[config.mk]
export PLATFORM = sky130hd
export DESIGN_NAME = dice_roll_validator_flat
export DESIGN_NICKNAME = d
export VERILOG_FILES = /design/src/rtl/dice_roll_validator_if.sv /design/src/rtl/dice_roll_validator.sv /design/src/flat_wrapper.sv
export SDC_FILE = /design/constraint.sdc
export NUM_CORES = 1
export LEC_CHECK = 0
export BUFFER_PORTS_ARGS = -buffer_cell sky130_fd_sc_hd__buf_2
export CORE_MARGIN = 10
export CORE_UTILIZATION = 54
export DETAILED_ROUTE_END_ITERATION = 8
export HOLD_SLACK_MARGIN = 0.06
export PLACE_DENSITY = 0.71
export SLEW_MARGIN = 20
export SYNTH_ARGS = -nofsm -noshare
export SYNTH_HDL_FRONTEND = slang
export SYNTH_SLANG_ARGS = --single-unit
[constraint.sdc]
create_clock -name clk -period 4.75 [get_ports clk]
set_clock_uncertainty 0.05 [all_clocks]
set_input_delay 0.7125 -clock clk [delete_from_list [all_inputs] [get_ports clk]]
set_output_delay 0.7125 -clock clk [all_outputs]
set_load 0.005 [all_outputs]
[src/rtl/dice_roll_validator_if.sv]
// Roll handoff from dice_roll_validator to the game logic controller.
// The validator drives value/valid; the consumer answers with ready.
interface dice_roll_validator_if;
   logic       roll_valid;
   logic [2:0] roll_value;
   logic       roll_ready;

   modport master (output roll_valid, output roll_value, input roll_ready);
   modport slave  (input roll_valid, input roll_value, output roll_ready);
endinterface

[src/rtl/dice_roll_validator.sv]
// Turns noisy pclk-domain colour results into one validated roll per throw:
// arm on a steady white tray, confirm repeated colours, then hand the roll off with valid/ready.
//
// state      | meaning
// IDLE       | game not awaiting a roll; outputs quiet
// WAIT_WHITE | waiting for white (dice removed) to hold WHITE_HOLD_CYC cycles
// ARMED      | tray was clear; first non-white colour result starts a confirm
// CONFIRM    | counting identical colour results, bounded by TIMEOUT_CYC
// PRESENT    | roll_valid high until the consumer accepts
module dice_roll_validator #(
   parameter int CONFIRM_COUNT  = 3,
   parameter int WHITE_HOLD_CYC = 2_000_000,
   parameter int TIMEOUT_CYC    = 500_000_000
) (
   input  logic                          clk,
   input  logic                          reset,
   input  logic                          enable,
   input  logic [1:0]                    color_in,
   input  logic                          color_ready,
   input  logic                          white_in,
   dice_roll_validator_if.master         roll,
   output logic                          timeout,
   output logic [2:0]                    state_dbg
);

   typedef enum logic [2:0] {
      S_IDLE       = 3'd0,
      S_WAIT_WHITE = 3'd1,
      S_ARMED      = 3'd2,
      S_CONFIRM    = 3'd3,
      S_PRESENT    = 3'd4
   } state_t;

   localparam int WW = $clog2(WHITE_HOLD_CYC) + 1;
   localparam int MW = $clog2(CONFIRM_COUNT) + 1;
   localparam int TW = $clog2(TIMEOUT_CYC) + 1;

   localparam logic [WW-1:0] WHITE_TC = WW'(WHITE_HOLD_CYC - 1);
   localparam logic [MW-1:0] MATCH_TC = MW'(CONFIRM_COUNT);
   localparam logic [TW-1:0] TIME_TC  = TW'(TIMEOUT_CYC - 1);

   state_t        state_q, state_d;
   logic          cr_s1_q, cr_s2_q, cr_s3_q;
   logic          wh_s1_q, wh_s2_q;
   logic [1:0]    col_s1_q, col_s2_q;
   logic [WW-1:0] white_cnt_q, white_cnt_d;
   logic [MW-1:0] match_cnt_q, match_cnt_d;
   logic [TW-1:0] time_cnt_q, time_cnt_d;
   logic [1:0]    color_q, color_d;
   logic [2:0]    value_q, value_d;
   logic          timeout_q, timeout_d;

   logic          ready_evt;
   logic          white_sync;

   assign ready_evt  = cr_s2_q & ~cr_s3_q;
   assign white_sync = wh_s2_q;

   always_ff @(posedge clk) begin
      if (reset) begin
         state_q     <= S_IDLE;
         cr_s1_q     <= 1'b0;
         cr_s2_q     <= 1'b0;
         cr_s3_q     <= 1'b0;
         wh_s1_q     <= 1'b0;
         wh_s2_q     <= 1'b0;
         col_s1_q    <= 2'd0;
         col_s2_q    <= 2'd0;
         white_cnt_q <= '0;
         match_cnt_q <= '0;
         time_cnt_q  <= '0;
         color_q     <= 2'd0;
         value_q     <= 3'd0;
         timeout_q   <= 1'b0;
      end else begin
         state_q     <= state_d;
         cr_s1_q     <= color_ready;
         cr_s2_q     <= cr_s1_q;
         cr_s3_q     <= cr_s2_q;
         wh_s1_q     <= white_in;
         wh_s2_q     <= wh_s1_q;
         col_s1_q    <= color_in;
         col_s2_q    <= col_s1_q;
         white_cnt_q <= white_cnt_d;
         match_cnt_q <= match_cnt_d;
         time_cnt_q  <= time_cnt_d;
         color_q     <= color_d;
         value_q     <= value_d;
         timeout_q   <= timeout_d;
      end
   end

   always_comb begin
      state_d     = state_q;
      white_cnt_d = white_cnt_q;
      match_cnt_d = match_cnt_q;
      time_cnt_d  = time_cnt_q;
      color_d     = color_q;
      value_d     = value_q;
      timeout_d   = 1'b0;
      if (!enable) begin
         // Abort wins over everything, including a roll waiting in PRESENT.
         state_d     = S_IDLE;
         white_cnt_d = '0;
         match_cnt_d = '0;
         time_cnt_d  = '0;
         value_d     = 3'd0;
      end else begin
         case (state_q)
            S_IDLE: begin
               state_d     = S_WAIT_WHITE;
               white_cnt_d = '0;
            end
            S_WAIT_WHITE: begin
               if (!white_sync) begin
                  white_cnt_d = '0;
               end else if (white_cnt_q == WHITE_TC) begin
                  state_d     = S_ARMED;
                  white_cnt_d = '0;
               end else begin
                  white_cnt_d = white_cnt_q + WW'(1);
               end
            end
            S_ARMED: begin
               if (ready_evt && !white_sync) begin
                  color_d     = col_s2_q;
                  match_cnt_d = MW'(1);
                  time_cnt_d  = '0;
                  if (CONFIRM_COUNT == 1) begin
                     state_d = S_PRESENT;
                     value_d = 3'(col_s2_q) + 3'd1;
                  end else begin
                     state_d = S_CONFIRM;
                  end
               end
            end
            S_CONFIRM: begin
               time_cnt_d = time_cnt_q + TW'(1);
               // Priority: timeout, then white (dice lifted), then a colour result.
               if (time_cnt_q == TIME_TC) begin
                  timeout_d   = 1'b1;
                  state_d     = S_WAIT_WHITE;
                  match_cnt_d = '0;
                  time_cnt_d  = '0;
                  white_cnt_d = '0;
               end else if (white_sync) begin
                  state_d     = S_ARMED;
                  match_cnt_d = '0;
               end else if (ready_evt) begin
                  if (col_s2_q == color_q) begin
                     match_cnt_d = match_cnt_q + MW'(1);
                     if (match_cnt_q + MW'(1) == MATCH_TC) begin
                        state_d = S_PRESENT;
                        value_d = 3'(color_q) + 3'd1;
                     end
                  end else begin
                     color_d     = col_s2_q;
                     match_cnt_d = MW'(1);
                  end
               end
            end
            S_PRESENT: begin
               if (roll.roll_ready) begin
                  state_d     = S_WAIT_WHITE;
                  white_cnt_d = '0;
                  match_cnt_d = '0;
               end
            end
            default: begin
               state_d = S_IDLE;
            end
         endcase
      end
   end

   always_comb begin
      roll.roll_valid = (state_q == S_PRESENT);
      roll.roll_value = value_q;
      timeout         = timeout_q;
      state_dbg       = state_q;
   end

endmodule

[src/flat_wrapper.sv]
// flat-port wrapper written by rule: the top's interface ports become plain ports
module dice_roll_validator_flat 
#(
   parameter int CONFIRM_COUNT  = 3,
   parameter int WHITE_HOLD_CYC = 2_000_000,
   parameter int TIMEOUT_CYC    = 500_000_000
)
  (clk, reset, enable, color_in, color_ready, white_in, timeout, state_dbg, roll_roll_valid, roll_roll_value, roll_roll_ready);
  dice_roll_validator_if roll_i ();
  input  logic clk;
  input  logic reset;
  input  logic enable;
  input  logic [1:0] color_in;
  input  logic color_ready;
  input  logic white_in;
  output logic timeout;
  output logic [2:0] state_dbg;
  output wire logic [$bits(roll_i.roll_valid)-1:0] roll_roll_valid;
  output wire logic [$bits(roll_i.roll_value)-1:0] roll_roll_value;
  input wire logic [$bits(roll_i.roll_ready)-1:0] roll_roll_ready;
  assign roll_roll_valid = roll_i.roll_valid;
  assign roll_roll_value = roll_i.roll_value;
  assign roll_i.roll_ready = roll_roll_ready;
  dice_roll_validator #(.CONFIRM_COUNT(CONFIRM_COUNT), .WHITE_HOLD_CYC(WHITE_HOLD_CYC), .TIMEOUT_CYC(TIMEOUT_CYC)) u_core (.clk(clk), .reset(reset), .enable(enable), .color_in(color_in), .color_ready(color_ready), .white_in(white_in), .roll(roll_i), .timeout(timeout), .state_dbg(state_dbg));
endmodule
== Word level (Yosys, flattened, before mapping) ==
Index checks and enable logic that the tools add are counted.

* Equality and inequality tests: 20
* Reductions and logical operators: 14
* $add $sub $neg: 4
* Bitwise logic cells: 6
* Mux-type cells: 32

{| class="wikitable"
|+ Operator list
! cell !! number
|-
| 22-bit two-way mux || 4
|-
| 22-bit case mux with 4 select lines || 1
|-
| 30-bit two-way mux || 2
|-
| 30-bit case mux with 2 select lines || 1
|-
| 3-bit two-way mux || 15
|-
| 30-bit by 1-bit adder with 30-bit output, second input constant || 1
|-
| 30-bit by 29-bit == test with 1-bit output, second input constant || 1
|-
| 22-bit by 1-bit adder with 22-bit output, second input constant || 1
|-
| 22-bit by 21-bit == test with 1-bit output, second input constant || 1
|-
| 3-bit case mux with 5 select lines || 1
|-
| 7-bit AND reduction || 2
|-
| 2-bit by 1-bit != test with 1-bit output, second input constant || 6
|-
| 4-bit by 1-bit != test with 1-bit output, second input constant || 3
|-
| 2-bit two-way mux || 5
|-
| 3-bit by 2-bit == test with 1-bit output, second input constant || 3
|-
| 3-bit case mux with 3 select lines || 1
|-
| 2-bit != test, second input constant || 3
|-
| 6-bit AND reduction || 1
|-
| 1-bit inverter || 5
|-
| 2-bit case mux with 2 select lines || 1
|-
| 4-bit AND reduction || 1
|-
| 4-bit nonzero test || 1
|-
| 2-bit by 1-bit adder with 3-bit output, second input constant || 1
|-
| 3-bit by 1-bit adder with 3-bit output, second input constant || 1
|-
| other kinds (14) || 14
|}

* Output and inout bits: 8
* Word-level logic and storage cells: 90
* Bits in registers: 73
* Bits of input ports: 8

== Depth between registers and ports, before layout ==
* Depth in word-level cells: 8
* Mapped depth: 9
* Gate-level depth less buffers: 7

== Worst setup path before layout ==
Ideal clock, no wire load.

* Path kind: register -> register
* Start point: register u_core.time_cnt_q[0]
* End point: register u_core.white_cnt_q[17]
* Library setup time: 70 ps
* Stages on the path, launching flop included: 10
* Required time: 4630 ps
* Period minus slack after synthesis: 2281 ps
* Arrival: 2161 ps
* Buffers on the path: 2
* Setup slack: 2469 ps
* Path through: dfxtp_1 ha_1 nand3_1 nor4_4 and4_1 buf_6 nor2_4 buf_6 or3_1 a21oi_1

* Longest elaborated chain between the ends: 3

{| class="wikitable"
|+ RTL lines
! item !! line !! RTL
|-
| start, declared || dice_roll_validator.sv:48 || <nowiki>logic [TW-1:0] time_cnt_q, time_cnt_d;</nowiki>
|-
| start signal, assigned || dice_roll_validator.sv:86 || <nowiki>time_cnt_q <= time_cnt_d;</nowiki>
|-
| 30-bit by 29-bit == test with 1-bit output || dice_roll_validator.sv:140 || <nowiki>if (time_cnt_q == TIME_TC) begin</nowiki>
|-
| 2-bit by 1-bit != test with 1-bit output (no source line) || - ||
|-
| 3-bit AND reduction (no source line) || - ||
|-
| end signal, assigned || dice_roll_validator.sv:84 || <nowiki>white_cnt_q <= white_cnt_d;</nowiki>
|-
| end, declared || dice_roll_validator.sv:46 || <nowiki>logic [WW-1:0] white_cnt_q, white_cnt_d;</nowiki>
|}

Every way passes these cells.
A chain may end at the register's enable or synchronous reset.

== Worst setup path after layout ==
* Start point: register u_core.time_cnt_q[9]
* End point: register u_core.state_q[1] (netlist: u_core.state_dbg[1])

* Longest elaborated chain between the ends: 3
* Elaborated cells on any way between the ends: 7
* Classes of those cells: eq/ne: 4; mux: 2; reduce/logical: 1

{| class="wikitable"
|+ RTL lines
! item !! line !! RTL
|-
| 30-bit by 29-bit == test with 1-bit output * || dice_roll_validator.sv:140 ||
|-
| 4-bit by 1-bit != test with 1-bit output (no source line) or 3-bit two-way mux (tied branches) || - ||
|-
| 7-bit AND reduction (no source line) or 3-bit case mux with 5 select lines (tied branches) || - ||
|-
| end signal, assigned || dice_roll_validator.sv:76 || <nowiki>state_q <= state_d;</nowiki>
|-
| end, declared || dice_roll_validator.sv:42 || <nowiki>state_t state_q, state_d;</nowiki>
|}

Every way passes the cells marked *; elsewhere a longest branch is shown, timed or not.

==> out/metrics.cfg <==
[timing]
hold_viol=0
max_slew.worst_pin.slew_ns=0.977
period_share_pct=63.6
setup_tns_ns=0
period_needed_ns=3.02
finalSetupViolCount=0
finalMaxSlewViolations=0
fmax_ghz=0.331
slew_headroom_pct=34.9
rsz0062_at_grt=no

[detailed_routing]
vias_per_cell=6.04
first_iter_violations=246
vias=3542
totalWireLength_microns=8980
wl_per_cell_microns=15.3
ant_nets=0
drc=0
drtPass1Iterations=5

[flow_run]
drv_cap=0

[clock_network]
cts.sinks=73
hold_buffers=0
path_clk_slew_ns=0.09
cts.repair.resized=0
cts-buffers-inserted=9
clock_tree.root_cell=clkbuf_8
cts_tree=done
post_cts_buffers=0
htreeDepth=3
insertion_delay_ns=0.36
cts_buffer_depth=2

[grt]
grt_use_total_pct=16.5
overflow=0
grt_max_degree=38
grt_first_pass_wirelength_microns=15400
grt_pass1_vias=3262
antenna_found_initial=0

[die]
die_x_microns=105
rows=31
die-height_microns=105
design.core.area_sq_mm=0.00714
num_io_pins=16
start_util_pct=54.9
die-area_sq_mm=0.0111

[worst_hold_path]
min-delay-start=u_core.cr_s1_q$_SDFF_PP0_
hold_end=u_core.cr_s2_q$_SDFF_PP0_
worst_hold_path_type=flop to flop
min_path_cells=1

[worst_setup_path]
r2r_end=u_core.state_dbg[1]$_SDFFE_PP0P_
cp.arrival_ns=3.27
path_class=flop to flop
start_kind=flop
r2r_start=u_core.time_cnt_q[9]$_SDFFE_PP0P_
critPathMaxFanout=30
reg2regPathDepth=6
r2r_setup_slack_ns=1.73
end_kind=flop
worstPathRequired_ns=5.00

[final_layout]
insertedDiodeCount=0
post_route_cells_drive_above_1_share_pct=11.1
syn_to_final_growth_pct=7.25
final_core_util_pct=58.9
finalNetCount=495
layout_commonest_cell=dfxtp_1
mostFrequentLayoutCells=dfxtp_1, nor2_1, a21oi_1

[power_and_ir_drop]
leakagePower_nw=1.32
pwr-share-seq_pct=52.6
switching_power_mw=0.287
p_comb_share_pct=3.3
power_mw=1.18
swShare_pct=24.3
p_per_area_mw_per_mm2=281
clockPowerShare_pct=44.1
ir_worst_vdd_uv=197
p_int_mw=0.893

[synthesis]
synth.avg_cell_area_sq_um=8.20
yosysUniqueCellTypes=63
yosysWarnings=0
synth_area_sq_mm=0.00392
synth_edf_count=0
ys_ff_latch=73
synth_flop_cell=dfxtp_1
yosysSeqAreaShare_pct=37.3
synth_cells=478
ys_async_sr_fraction_pct=0
synth_nets=491

[placed_design]
port_buffers=15
dp_hpwl_microns=6160
routabilityCongestion=0.818

[run_status]
status=finished clean

==> critical path, stage by stage (launching register included) <==
cell and delay (ns):
dfxtp_1 0.38, or4b_2 0.74, nor4_4 0.28, a21o_1 0.83
nor2_1 0.19, a21oi_1 0.27, mux2i_1 0.21
==> per-stage QoR <==
step           hold WS (ns)  instance area (sq um)  setup slack, ns  std cells
3_3_place_gp          0.373                   3990             1.88        570
2_1_floorplan         0.364                   3920             2.47        478
6_report              0.396                   4200             1.73        586
3_5_place_dp          0.377                   3990             1.77        570
4_1_cts               0.405                   4200             1.75        586
5_1_grt               0.411                   4200             1.55        586
==> registers in the layout (all words and copies together) (netlist names) <==
name,cells
u_core.col_s2_q,2
u_core.color_q,2
u_core.cr_s2_q,1
u_core.wh_s2_q,1
u_core.cr_s3_q,1
u_core.white_cnt_q,22
u_core.timeout,1
u_core.cr_s1_q,1
u_core.col_s1_q,2
u_core.time_cnt_q,30
u_core.match_cnt_q,3
u_core.state_dbg,3
u_core.wh_s1_q,1
u_core.roll.roll_value,3
==> kinds of logic after synthesis <==
group	share of synthesized area, %
and+or+nand+nor	31.8
AOI/OAI and AO/OA	20.3
DFF	37.3
buffers and inverters	4.63
xor gates and xnor gates	3.13
muxes	1.28
adders and majority gates	1.60
==> per-layer routing <==
metal  up-vias  global-route usage [%]  part of all wire [%]
li1       1790                       -                     -
met4         0                    5.49                   1.1
met1      1647                    21.1                    48
met3        11                    5.34                   5.9
met5         -                       0                     0
met2        94                    25.6                    45
==> power by group through the flow <==
stage | Combinational, mW | Sequential (mW) | Clock, mW
after floorplan | 0.0316 | 0.632 | 0
after global placement | 0.0385 | 0.635 | 0
after detailed placement | 0.0391 | 0.635 | 0
after CTS | 0.0393 | 0.621 | 0.533
after global routing | 0.0438 | 0.622 | 0.560
final | 0.0391 | 0.621 | 0.520
==> how the worst max path moves through the flow <==
| stage | cells after the start | slack (ns) | start | endpoint |
|---|---|---|---|---|
| after global placement | 6 | 1.88 | u_core.time_cnt_q[9]$_SDFFE_PP0P_ | u_core.state_dbg[1]$_SDFFE_PP0P_ |
| after global routing | 7 | 1.55 | u_core.time_cnt_q[0]$_SDFFE_PP0P_ | u_core.white_cnt_q[21]$_SDFFE_PP0P_ |
| final | 6 | 1.73 | u_core.time_cnt_q[9]$_SDFFE_PP0P_ | u_core.state_dbg[1]$_SDFFE_PP0P_ |
| after detailed placement | 6 | 1.77 | u_core.time_cnt_q[9]$_SDFFE_PP0P_ | u_core.state_dbg[1]$_SDFFE_PP0P_ |
| after CTS | 6 | 1.75 | u_core.time_cnt_q[9]$_SDFFE_PP0P_ | u_core.state_dbg[1]$_SDFFE_PP0P_ |
| after floorplan | 9 | 2.47 | u_core.time_cnt_q[0]$_SDFFE_PP0P_ | u_core.white_cnt_q[17]$_SDFFE_PP0P_ |
==> cell usage after synthesis, types with 3 or more instances <==
master / count / share of area [%]
dfxtp_1: 73 / 37
nor2_1: 47 / 4.5
a21oi_1: 40 / 5.1
o21ai_0: 34 / 4.3
nand2_1: 33 / 3.2
nand3_1: 25 / 3.2
nor3_1: 17 / 2.2
nand4_1: 14 / 2.2
clkbuf_1: 13 / 1.2
or3_1: 13 / 2.1
nor4_1: 12 / 1.9
nor2b_1: 11 / 1.8
a311oi_1: 10 / 2.2
and3_1: 9 / 1.4
inv_1: 9 / 0.86
nand4b_1: 7 / 1.6
xnor2_1: 7 / 1.6
xor2_1: 7 / 1.6
a211oi_1: 6 / 1.1
a21o_1: 6 / 1.1
ha_1: 5 / 1.6
mux2i_1: 5 / 1.3
and2_1: 4 / 0.64
buf_4: 4 / 0.77
buf_6: 4 / 1.1
o2111ai_1: 4 / 0.89
a31oi_1: 3 / 0.48
a41oi_1: 3 / 0.67
and4_1: 3 / 0.67
nand2b_1: 3 / 0.48
or2_2: 3 / 0.48
or4_1: 3 / 0.57
==> area by class of cell <==
| class | instances | area, sq um |
|---|---|---|
| repair buffers | 18 | 97.6 |
| well taps | 99 | 124 |
| clock buffers | 10 | 138 |
| inverters | 9 | 33.8 |
| flip-flops and latches | 73 | 1460 |
| multi-input cells | 371 | 2280 |
| clock inverters | 6 | 72.6 |
| fillers | 654 | 2930 |
No activity file was read; power rests on OpenSTA's default activity.
